## config.mk

```make
export PLATFORM = sky130hd
export DESIGN_NAME = alsu_multi_shift_ctrl
export DESIGN_NICKNAME = d
export VERILOG_FILES = /design/src/rtl/alsu_shift_pkg.sv /design/src/rtl/alsu_shift_counter.sv /design/src/rtl/alsu_multi_shift_ctrl.sv
export SDC_FILE = /design/constraint.sdc
export NUM_CORES = 1
export LEC_CHECK = 0
export ABC_CLOCK_PERIOD_IN_PS = 3600
export BUFFER_PORTS_ARGS = -buffer_cell sky130_fd_sc_hd__buf_4
export CAP_MARGIN = 25
export CORE_MARGIN = 10
export CORE_UTILIZATION = 48
export DETAILED_ROUTE_END_ITERATION = 16
export GPL_ROUTABILITY_DRIVEN = 1
export PLACE_DENSITY = 0.83
export SYNTH_ARGS = -nofsm -noshare
export SYNTH_HDL_FRONTEND = slang
export SYNTH_SLANG_ARGS = --single-unit
```

## constraint.sdc

```tcl
create_clock -name clk -period 3.6 [get_ports clk]
set_input_delay 0.36 -clock clk [delete_from_list [all_inputs] [get_ports clk]]
set_output_delay 0.36 -clock clk [all_outputs]
set_load 0.01 [all_outputs]
```

## src/rtl/alsu_shift_pkg.sv

```systemverilog
// Shared types and constants for the ALSU iterative shift controller.
// Selector encodings, FSM state enum and shift-count clamp constants.
package alsu_shift_pkg;

  localparam logic [1:0] SEL_SHR_A = 2'b00;
  localparam logic [1:0] SEL_SHL_A = 2'b01;
  localparam logic [1:0] SEL_SHR_B = 2'b10;
  localparam logic [1:0] SEL_SHL_B = 2'b11;

  typedef enum logic [1:0] {
    IDLE  = 2'b00,
    SHIFT = 2'b01,
    DONE  = 2'b10
  } state_e;

  localparam int unsigned ALSU_WIDTH  = 4;
  localparam int unsigned SHIFT_CLAMP = ALSU_WIDTH;

  // Counter must hold both the raw amount and the clamp value.
  function automatic int unsigned cnt_bits(
    input int unsigned width,
    input int unsigned cnt_width
  );
    int unsigned need;
    need = $clog2(width + 1);
    return (need > cnt_width) ? need : cnt_width;
  endfunction

endpackage

```

## src/rtl/alsu_shift_counter.sv

```systemverilog
// Loadable down-counter with clamp-on-load.
// Flags count==1 / count==0 and a zero load amount.
module alsu_shift_counter
  import alsu_shift_pkg::*;
#(
  parameter int unsigned CNT_WIDTH = 3,
  parameter int unsigned CW        = 3,
  parameter int unsigned MAX       = SHIFT_CLAMP
) (
  input  logic                 clk,
  input  logic                 rst_n,
  input  logic                 load,
  input  logic [CNT_WIDTH-1:0] load_val,
  input  logic                 dec,
  output logic                 is_one,
  output logic                 is_zero,
  output logic                 load_zero
);

  localparam logic [CW-1:0] MAX_C = CW'(MAX);

  logic [CW-1:0] cnt_q;
  logic [CW-1:0] cnt_d;
  logic [CW-1:0] load_ext;

  always_comb begin
    load_ext = CW'(load_val);
    cnt_d    = cnt_q;
    if (load) begin
      cnt_d = (load_ext > MAX_C) ? MAX_C : load_ext;
    end else if (dec && (cnt_q != '0)) begin
      cnt_d = cnt_q - 1'b1;
    end
  end

  always_ff @(posedge clk or negedge rst_n) begin
    if (!rst_n) begin
      cnt_q <= '0;
    end else begin
      cnt_q <= cnt_d;
    end
  end

  assign is_one    = (cnt_q == CW'(1));
  assign is_zero   = (cnt_q == '0);
  assign load_zero = (load_val == '0);

endmodule

```

## src/rtl/alsu_multi_shift_ctrl.sv

```systemverilog
// Iterative multi-bit shift controller looping a 1-bit ALSU shifter.
// Optional sticky (shifted-out OR) output under ALSU_SHIFT_STICKY_EN.
module alsu_multi_shift_ctrl
  import alsu_shift_pkg::*;
#(
  parameter int unsigned WIDTH     = ALSU_WIDTH,
  parameter int unsigned SEL_WIDTH = 2,
  parameter int unsigned CNT_WIDTH = 3
) (
  input  logic                 clk,
  input  logic                 rst_n,
  input  logic                 start_valid,
  output logic                 start_ready,
  input  logic [WIDTH-1:0]     op_a,
  input  logic [WIDTH-1:0]     op_b,
  input  logic [SEL_WIDTH-1:0] op_sel,
  input  logic [CNT_WIDTH-1:0] shamt,
  output logic [WIDTH-1:0]     sh_a,
  output logic [WIDTH-1:0]     sh_b,
  output logic [SEL_WIDTH-1:0] sh_sel,
  input  logic [WIDTH-1:0]     sh_out,
  output logic                 res_valid,
  input  logic                 res_ready,
  output logic [WIDTH-1:0]     res_data,
`ifdef ALSU_SHIFT_STICKY_EN
  output logic                 res_sticky,
`endif
  output logic                 busy
);

  localparam int unsigned CW = cnt_bits(WIDTH, CNT_WIDTH);

  state_e               state_q, state_d;
  logic [WIDTH-1:0]     work_q, work_d;
  logic [SEL_WIDTH-1:0] sel_q, sel_d;
  logic                 cnt_load;
  logic                 cnt_dec;
  logic                 cnt_is_one;
  logic                 cnt_is_zero;
  logic                 cnt_load_zero;
`ifdef ALSU_SHIFT_STICKY_EN
  logic                 sticky_q, sticky_d;
`endif

  alsu_shift_counter #(
    .CNT_WIDTH (CNT_WIDTH),
    .CW        (CW),
    .MAX       (WIDTH)
  ) u_cnt (
    .clk       (clk),
    .rst_n     (rst_n),
    .load      (cnt_load),
    .load_val  (shamt),
    .dec       (cnt_dec),
    .is_one    (cnt_is_one),
    .is_zero   (cnt_is_zero),
    .load_zero (cnt_load_zero)
  );

  always_comb begin
    state_d     = state_q;
    work_d      = work_q;
    sel_d       = sel_q;
    cnt_load    = 1'b0;
    cnt_dec     = 1'b0;
    start_ready = 1'b0;
    res_valid   = 1'b0;
    sh_a        = '0;
    sh_b        = '0;
    sh_sel      = '0;
    busy        = 1'b0;
`ifdef ALSU_SHIFT_STICKY_EN
    sticky_d    = sticky_q;
`endif
    unique case (state_q)
      IDLE: begin
        start_ready = 1'b1;
        if (start_valid) begin
          sel_d    = op_sel;
          work_d   = op_sel[1] ? op_b : op_a;
          cnt_load = 1'b1;
          state_d  = cnt_load_zero ? DONE : SHIFT;
`ifdef ALSU_SHIFT_STICKY_EN
          sticky_d = 1'b0;
`endif
        end
      end
      SHIFT: begin
        busy    = 1'b1;
        sh_sel  = sel_q;
        if (sel_q[1]) begin
          sh_b = work_q;
        end else begin
          sh_a = work_q;
        end
        work_d  = sh_out;
        cnt_dec = 1'b1;
`ifdef ALSU_SHIFT_STICKY_EN
        // sel[0] set means left shift: the MSB falls off
        sticky_d = sticky_q |
          (sel_q[0] ? work_q[WIDTH-1] : work_q[0]);
`endif
        if (cnt_is_one || cnt_is_zero) begin
          state_d = DONE;
        end
      end
      DONE: begin
        busy      = 1'b1;
        res_valid = 1'b1;
        if (res_ready) begin
          state_d = IDLE;
        end
      end
      default: begin
        state_d = IDLE;
      end
    endcase
  end

  always_ff @(posedge clk or negedge rst_n) begin
    if (!rst_n) begin
      state_q  <= IDLE;
      work_q   <= '0;
      sel_q    <= '0;
`ifdef ALSU_SHIFT_STICKY_EN
      sticky_q <= 1'b0;
`endif
    end else begin
      state_q  <= state_d;
      work_q   <= work_d;
      sel_q    <= sel_d;
`ifdef ALSU_SHIFT_STICKY_EN
      sticky_q <= sticky_d;
`endif
    end
  end

  assign res_data = work_q;
`ifdef ALSU_SHIFT_STICKY_EN
  assign res_sticky = sticky_q;
`endif

endmodule

```

==> results of run 1 <==
==> cells in the mapped netlist <==
cell type and count:
nor2_1 1, nor4bb_1 1, a31oi_1 2, nand2b_1 5
o21ai_1 4, a221oi_2 1, o221a_1 4, and2_1 6
buf_6 1, nand2_2 1, and3_1 4, ha_1 6
or3_1 2, a21oi_1 3, a21boi_0 1, nor3_1 1
and2b_4 1, o22a_1 4, mux2_1 3, nor2b_1 1
mux2_2 3, clkinv_1 1, o21bai_1 1, clkbuf_1 1
or2b_1 1, inv_1 5, dfrtp_1 11, mux2i_1 2
inv_2 1
==> kinds of logic (layout without fill, tap and decap cells) <==
group | count (synthesis) | count (layout) | synth area share [%]
adder cells (fa/ha/maj) | 6 | 6 | 9.478
buffers and inverters | 9 | 49 | 5.212
AO/OA/AOI/OAI | 20 | 20 | 19.90
flip-flops | 11 | 11 | 34.75
AND/OR/NAND/NOR | 24 | 24 | 19.59
multiplexers | 8 | 8 | 11.06
==> per-stage QoR <==
step           setup WS [ps]  utilization (%)  hold slack [ps]  power (mW)
3_5_place_dp            1678            69.72            205.0      0.8145
6_report                1379            72.08            303.1      0.8975
2_1_floorplan           2065                -            64.41      0.5991
3_3_place_gp            1770            69.72            203.2      0.7913
4_1_cts                 1383            72.08            303.7      0.9026
5_1_grt                 1194            72.08            310.8      0.9710
==> flip-flops by register name, summed over array words and instances, names as in the netlist <==
register and cells:
state_q 2, res_data 4, u_cnt.cnt_q 3, sel_q 2
==> per-layer routing <==
layer | global-route usage [%] | vias to the layer above | part of all wire (%)
li1 | - | 364 | -
met1 | 14.39 | 361 | 40
met2 | 20.09 | 40 | 47
met3 | 6.889 | 4 | 12
met4 | 5.329 | 0 | 1.3
met5 | 0 | - | 0
==> worst paths after layout <==
path | cells past startpoint | end | from | slack (ps)
setup / recovery | 6 | sh_a[3] | state_q[1] | 1380
hold / removal | 2 | sel_q[0] | op_sel[0] | 300
setup reg to reg | 5 | u_cnt.cnt_q[0] | state_q[1] | 1870
hold reg to reg | 1 | sel_q[0] | sel_q[0] | 500
max in group asynchronous | 2 | state_q[0] | rst_n | 3000
min in group asynchronous | 2 | u_cnt.cnt_q[1] | rst_n | 460
==> cell type report <==
| class | count | area share (%) |
|---|---|---|
| Clock buffer | 4 | 2.365 |
| Sequential cell | 11 | 24.77 |
| Inverter | 7 | 2.365 |
| Tap cell | 16 | 1.802 |
| Multi-Input combinational cell | 58 | 42.79 |
| Timing Repair Buffer | 38 | 25.90 |
==> power groups by stage <==
stage | Clock, mW | Combinational [mW] | Sequential (mW)
after floorplan | 0 | 0.361 | 0.238
after global placement | 0 | 0.547 | 0.244
after detailed placement | 0 | 0.568 | 0.247
after CTS | 0.0872 | 0.571 | 0.245
after global routing | 0.0932 | 0.623 | 0.255
final | 0.0858 | 0.564 | 0.247
==> summary.md, run 1 <==
| Metric | Value |
|---|---|
| Number of global-route vias before repair | 815 |
| Die Y | 60.62 µm |
| GRT Total Usage | 12.89% |
| Largest net degree at the start of global routing | 17 |
| Setup TNS | 0 ps |
| RSZ-0062 raised after global routing | no |
| Antenna violations before repair | 0 |
| Outcome | complete, no violations |
| Dpl hpwl | 1.884 mm |
| Non-filler cells, final | 134 |
| Maximum cell stage delay along the critical path | 490 ps |
| Final ANT Viol Nets | 0 |
| Post-DR wirelength/cell | approximately 17 µm |
| Resized Gates After CTS | 0 |
| Peak VDD IR | 490.2 µV |
| Share of layout cells above drive strength 1 | 39.83% |
| Post CTS Setup Buffer Count | 0 |
| Placed Area | 1075 µm² |
| CP cell instances | inv_1 > ha_1 > inv_2 > nor2_1 > and2_1 > buf_4 |
| Skew-Pair Late Insertion Delay | 260 ps |
| Hold crit path type | input pin to register |
| # fillers | 133 |
| Worst Setup End Kind | output port |
| Mapped Nets | between 100 and 150 |
| Final nets | 146 |
| GP Congestion | 0.8402 |
| Yosys top cell by area | dfrtp_1 |
| Switching part of the total | around two fifths |
| Crit path DAT | 1860 ps |
| Layout Skew | 2.658 ps |
| Max Transition Viols Final | 0 |
| Yosys top cell area share | 34.76% |
| Number of setup violations in the final report | 0 |
| Clock power share | 9.6% |
| Yosys reg bits | 11 |
| Final worst-path cycle share | 61.70% |
| Area of the mapped netlist | 792.0 µm² |
| Fin crit period | ~2200 ps |
| Switch Pwr | 374.9 µW |
| Post-CTS Hold Buffers | 1 |
| Avg Synthesized Cell Area | around 10 µm² |
| Post-layout instance area | 1111 µm² |
| Multi-input combinational cell area | 475.5 µm² |
| Synth area leaders | dfrtp_1 (35%), ha_1 (9.5%), o221a_1 (5.7%), and2_1 (4.7%), o22a_1 (4.4%) |
| Critical path class | register to output port |
| Area grow syn2layout | 40.28% |
| CP max FO | 16 |
| Overflow after GRT | 0 |
| Max H-tree Level | 1 |
| Count of cell types in the netlist | 29 |
| Slowest CP cell | ha_1 |
| P_int | around 520 µW |
| Power Density | 807.8 nW/µm² |
| Buf+Inv Stages, Crit Path | 3 |
| CTS tree | built |
| Commonest non-fill, non-tap cell in the layout | buf_4 |
| DIE AREA | around 3700 µm² |
| Commonest cells after routing, fill and taps aside | buf_4 (37), dfrtp_1 (11), and2_1 (6), ha_1 (6) |
| First-pass GRT wire length | 3.726 mm |
| Starting Density | slightly above 50% |
| Register cell area after layout | 275.3 µm² |
| DRC | 0 |
| Gate power share | 62.9% |
| Final wirelength | 2.285 mm |
| CTS Sinks | 11 |
| Reg clk slew, reported paths | around 80 ps |
| 1st-iter DRT viols | 11 |
| Die W | 60.62 µm |
| Rows | 14 |
| Syn Inst Count | 78 |
| DRT Pass-1 Iters | 4 |
| Crit path required time | 3240 ps |
| Root Driver | clkbuf_4 |
| Relative slew slack | 65.81% |
| Cts bufs inserted | 3 |
| Endpoints failing hold | 0 |
| Ys Warns | 0 |
| Worst Tran Pin Value | 512.9 ps |
| IO Pins | 38 |
| CP Launch Type | register |
| Core area | 1541 µm² |
| N_diodes | 0 |
| Placed cell count | 129 |
| Clk buf depth | 2 |
| PortBufs | 37 |
| Vias per cell | 5.739 |
| Leakage Power | 0.5489 nW |
| Crit-path leading delay family | adder cells |
| Max Fclk | 0.4502 GHz |
| Seq pwr share | 27.6% |
| Register area share after synthesis | between 30% and 40% |
| Max cap viols | 0 |
| Vias | 769 |
Power figures use the tool's default switching activity.
==> run 2, diff against run 1 <==
--- a/config.mk
+++ b/config.mk
@@ -5,14 +5,14 @@
 export SDC_FILE = /design/constraint.sdc
 export NUM_CORES = 1
 export LEC_CHECK = 0
-export ABC_CLOCK_PERIOD_IN_PS = 3600
+export ABC_CLOCK_PERIOD_IN_PS = 2000
 export BUFFER_PORTS_ARGS = -buffer_cell sky130_fd_sc_hd__buf_4
 export CAP_MARGIN = 25
 export CORE_MARGIN = 10
-export CORE_UTILIZATION = 48
+export CORE_UTILIZATION = 40
 export DETAILED_ROUTE_END_ITERATION = 16
 export GPL_ROUTABILITY_DRIVEN = 1
-export PLACE_DENSITY = 0.83
+export PLACE_DENSITY = 0.73
 export SYNTH_ARGS = -nofsm -noshare
 export SYNTH_HDL_FRONTEND = slang
 export SYNTH_SLANG_ARGS = --single-unit
==> constraint.sdc (replaced) <==
create_clock -name clk -period 2 [get_ports clk]
set_input_delay 0.2 -clock clk [delete_from_list [all_inputs] [get_ports clk]]
set_output_delay 0.2 -clock clk [all_outputs]
set_load 0.01 [all_outputs]
==> run 2 against run 1 <==
  * Setup slack got worse by 1100 ps
  * Final area increased by 2.1%
  * Critical path depth unchanged
==> summary.md, run 2 (same netlist as run 1, synthesis figures left out) <==
| Metric | Value |
|---|---|
| Leakage Power | 0.5538 nW |
| Slowest CP cell | dfrtp_1 |
| 1st-iter DRT viols | 5 |
| Buf+Inv Stages, Crit Path | 3 |
| Reg clk slew, reported paths | 80 ps |
| Final wirelength | 2.277 mm |
| Switch Pwr | 667.6 µW |
| Max cap viols | 0 |
| Critical path class | register to output port |
| Gate power share | a little over three fifths |
| RSZ-0062 raised after global routing | no |
| Seq pwr share | 27.5% |
| Worst r2r src | state_q[1] |
| Hold crit path type | input pin to register |
| Vias per cell | between 5 and 6 |
| Crit path launch | state_q[1] |
| GP Congestion | 0.7915 |
| Switching part of the total | 41.29% |
| Outcome | complete, no violations |
| Antenna violations before repair | 0 |
| Largest net degree at the start of global routing | 13 |
| First-pass GRT wire length | around 3.9 mm |
| Post CTS Setup Buffer Count | 0 |
| N_diodes | 0 |
| Max H-tree Level | 1 |
| Clk buf depth | 2 |
| Peak VDD IR | roughly 640 µV |
| Endpoints failing hold | 0 |
| Fin crit period | about 1800 ps |
| Vias | 748 |
| Dpl hpwl | 1.852 mm |
| Layout Skew | 5.850 ps |
| Maximum cell stage delay along the critical path | 390 ps |
| Final worst-path cycle share | about 88% |
| Core area | 1922 µm² |
| Commonest non-fill, non-tap cell in the layout | buf_4 |
| Overflow after GRT | 0 |
| Die W | between 60 and 70 µm |
| Worst Tran Pin Value | 339.6 ps |
| Clock power share | 9.4% |
| Max FFs per register | 4 |
| Max Transition Viols Final | 0 |
| CP max FO | 5 |
| Setup TNS | 0 ps |
| Cts bufs inserted | 3 |
| Area grow syn2layout | 43.29% |
| PortBufs | 37 |
| Number of global-route vias before repair | 836 |
| Crit path DAT | 1550 ps |
| Crit-path leading delay family | flip-flops |
| CTS Sinks | 11 |
| DIE AREA | roughly 4200 µm² |
| Crit path depth | 6 |
| Share of layout cells above drive strength 1 | 41.18% |
| R2r endpoint | res_data[1] |
| P_int | roughly 950 µW |
| Post-DR wirelength/cell | between 15 and 20 µm |
| Final total power | 1.617 mW |
| CTS tree | built |
| Register-to-Register Setup Slack | 340 ps |
| Power Density | approximately 1400 nW/µm² |
| Worst Setup End Kind | output port |
| Cell depth of the worst flop-to-flop path | 5 |
| Final nets | 147 |
| DRC | 0 |
| IO Pins | 38 |
| Crit path to | sh_a[3] |
| Relative slew slack | between 70 and 80% |
| CP Launch Type | register |
| CP cell instances | inv_1 > ha_1 > inv_2 > nor2_2 > and2_1 > buf_4 |
| Rows | 16 |
| Final ANT Viol Nets | 0 |
| Worst hold stages | 2 |
| Starting Density | 41.21% |
| Skew-Pair Late Insertion Delay | 270 ps |
| GRT Total Usage | a little under an eighth |
| Max Fclk | 0.5700 GHz |
| Root Driver | clkbuf_4 |
| Die Y | ~64 µm |
| Crit path required time | 1800 ps |
| # fillers | 184 |
| Commonest cells after routing, fill and taps aside | buf_4 (38), dfrtp_1 (11), and2_1 (6), ha_1 (6) |
| DRT Pass-1 Iters | 4 |
| Number of setup violations in the final report | 0 |
run 2: cell count changes in the layout (fill, tap and decap cells not counted):
cell    change
nor2_1      -1
nor2_2      +1
buf_4       +1
run 2: worst reg2reg max path: stages (launching register included):
cell and delay (ps):
dfrtp_1 390, inv_1 100, ha_1 360, nand2_2 240, o22a_1 230, o221a_1 230
run 2: metal layers:
layer | vias up | part of all wire [%] | GRT usage [%]
li1 | 365 | - | -
met1 | 353 | 44 | 13.63
met2 | 30 | 45 | 17.12
met3 | 0 | 11 | 6.014
met4 | 0 | 0 | 5.615
met5 | - | 0 | 0
run 2: area by class of cell:
class	instances	area [µm²]	area share, %
Sequential cell	11	275.3	24.26
Timing Repair Buffer	39	295.3	26.02
Tap cell	27	33.78	2.977
Multi-Input combinational cell	58	478.0	42.12
Inverter	7	26.28	2.315
Clock buffer	4	26.28	2.315
run 2: timing repair:
item	4_1_cts	5_1_grt
resized for setup	0	1
hold buffers	1	0
endpoints found under the setup margin	0	1
endpoints found under the hold margin	11	0
run 2: worst min path at each step:
stage | startpoint | end | slack (ps)
after CTS | op_sel[0] | sel_q[0] | 140
final | op_sel[0] | sel_q[0] | 150
after detailed placement | rst_n | u_cnt.cnt_q[1] | 40
after global routing | op_sel[0] | sel_q[0] | 150
after floorplan | rst_n | res_data[0] | -100
after global placement | rst_n | u_cnt.cnt_q[1] | 40
run 2: power groups by stage:
stage | Sequential (mW) | Combinational, mW | Clock [mW]
floorplan | 0.429 | 0.649 | 0
global route | 0.469 | 1.15 | 0.167
global placement | 0.439 | 1.00 | 0
finish | 0.445 | 1.02 | 0.153
detailed placement | 0.446 | 1.02 | 0
CTS | 0.444 | 1.03 | 0.157
run 2: stage by stage:
step                hold WS, ps  std cells  util, %  setup slack (ps)  instance area [µm²]
global route              152.3        146    59.05             82.57                 1135
floorplan                -95.59         78        -             478.4                792.0
finish                    147.4        146    59.05             245.7                 1135
CTS                       143.0        146    58.92             176.2                 1132
global placement          43.01        141    57.03             448.7                 1096
detailed placement        42.88        141    57.03             341.0                 1096
==> run 3, diff against run 2 <==
--- a/config.mk
+++ b/config.mk
@@ -13,6 +13,7 @@
 export DETAILED_ROUTE_END_ITERATION = 16
 export GPL_ROUTABILITY_DRIVEN = 1
 export PLACE_DENSITY = 0.73
+export REMOVE_ABC_BUFFERS = 1
 export SYNTH_ARGS = -nofsm -noshare
 export SYNTH_HDL_FRONTEND = slang
 export SYNTH_SLANG_ARGS = --single-unit
==> run 3 against run 2 <==
  * Final cell count unchanged
  * Sequential cell count unchanged
  * Clock power down 6%
==> summary.md, run 3 (same netlist as run 1, synthesis figures left out) <==
| Metric | Value |
|---|---|
| DRC | 0 |
| Overflow after GRT | 0 |
| Critical path class | register to output port |
| First-pass GRT wire length | 3.857 mm |
| Commonest cells after routing, fill and taps aside | buf_4 (38), dfrtp_1 (11), and2_1 (6) |
| Pre-CTS setup slack | 341.8 ps |
| Antenna violations before repair | 0 |
| Number of setup violations in the final report | 0 |
| Crit path DAT | 1580 ps |
| Clk buf depth | 2 |
| Hold crit path type | input pin to register |
| Max H-tree Level | 1 |
| RSZ-0062 raised after global routing | no |
| Vias per cell | 5.116 |
| Final nets | 147 |
| DIE AREA | 4160 µm² |
| Max Transition Viols Final | 0 |
| Buf+Inv Stages, Crit Path | 3 |
| Outcome | complete, no violations |
| Area grow syn2layout | 43.29% |
| GP Congestion | around 0.84 |
| CTS tree | built |
| CP cell instances | inv_1 > ha_2 > inv_2 > nor2_1 > and2_1 > buf_4 |
| Worst Setup End Kind | output port |
| Crit path required time | 1800 ps |
| Die W | 64.50 µm |
| Number of global-route vias before repair | about 840 |
| 1st-iter DRT viols | 10 |
| Worst Tran Pin Value | 330.3 ps |
| Endpoints failing hold | 0 |
| Final wirelength | roughly 2.3 mm |
| Final worst slack | 222.9 ps |
| CP Launch Type | register |
| Root Driver | clkbuf_4 |
| Starting Density | 41.21% |
| Rows | 16 |
| Largest net degree at the start of global routing | 13 |
| Maximum cell stage delay along the critical path | 380 ps |
| CTS Sinks | 11 |
| Die Y | ~64 µm |
| Final ANT Viol Nets | 0 |
| Max Fclk | 0.5627 GHz |
| Slowest CP cell | dfrtp_1 |
| Cts bufs inserted | 3 |
| Commonest non-fill, non-tap cell in the layout | buf_4 |
| Relative slew slack | 77.68% |
| Leakage Power | between 0.5 and 0.6 nW |
| Post CTS Setup Buffer Count | 0 |
| Setup TNS | 0 ps |
| DRT Pass-1 Iters | 4 |
| N_diodes | 0 |
| Final worst-path cycle share | between 80% and 90% |
| GRT Total Usage | 11.42% |
| Peak VDD IR | 622.6 µV |
| Vias | 747 |
| Layout Skew | 3.807 ps |
| Crit-path leading delay family | flip-flops |
| PortBufs | 37 |
| Max FFs per register | 4 |
| Fin crit period | 1777 ps |
| Post-DR wirelength/cell | about 16 µm |
| IO Pins | 38 |
| Share of layout cells above drive strength 1 | 41.18% |
| Max cap viols | 0 |
| Core area | 1922 µm² |
| Skew-Pair Late Insertion Delay | 260 ps |
| CP max FO | 6 |
| Reg clk slew, reported paths | 70 ps |
| Power Density | 1426 nW/µm² |
[run 3: cell counts in the layout (fill, tap and decap cells not counted)]
Identical to the previous run, type by type.
[run 3: layer usage]
layer / vias to the layer above / share of wire [%] / track usage [%]
met5: - / 0 / 0
met4: 0 / 1.4 / 3.209
met3: 4 / 13 / 7.560
met2: 33 / 47 / 17.86
met1: 345 / 38 / 12.43
li1: 365 / - / -
[run 3: final cells by class]
class                   count  area, µm²
multi-input cells          58      478.0
fillers                   206      787.0
repair buffers             39      295.3
inverters                   7      26.28
flip-flops and latches     11      275.3
clock buffers               4      26.28
well taps                  27      33.78
[run 3: stage by stage]
step / instance area, µm² / power (mW) / utilization [%] / hold slack (ps) / cells
floorplan: 777.0 / 1.059 / - / -95.59 / 76
CTS: 1132 / 1.648 / 58.92 / 150.3 / 146
detailed placement: 1096 / 1.496 / 57.03 / 43.59 / 141
global route: 1135 / 1.793 / 59.05 / 172.4 / 146
global placement: 1096 / 1.458 / 57.03 / 42.59 / 141
finish: 1135 / 1.618 / 59.05 / 152.8 / 146
[run 3: power by group]
part           switching (mW)  internal (mW)
Sequential              0.106          0.337
Combinational           0.491          0.541
Clock                  0.0673         0.0769
[run 3: path summary, 6_finish.rpt]
path	from	endpoint	slack, ps	cells past startpoint
setup reg to reg	state_q[0]	res_data[0]	340	5
min in group asynchronous	rst_n	state_q[0]	320	2
hold reg to reg	sel_q[0]	sel_q[0]	500	1
max in group asynchronous	rst_n	sel_q[1]	1530	2
setup / recovery	state_q[1]	sh_a[3]	220	6
hold / removal	op_sel[0]	sel_q[0]	150	2
[run 3: timing repair]
action                                 4_1_cts  5_1_grt
setup endpoints to repair                    0        1
resized for setup                            0        1
endpoints found under the hold margin       11        0
hold buffers                                 1        0
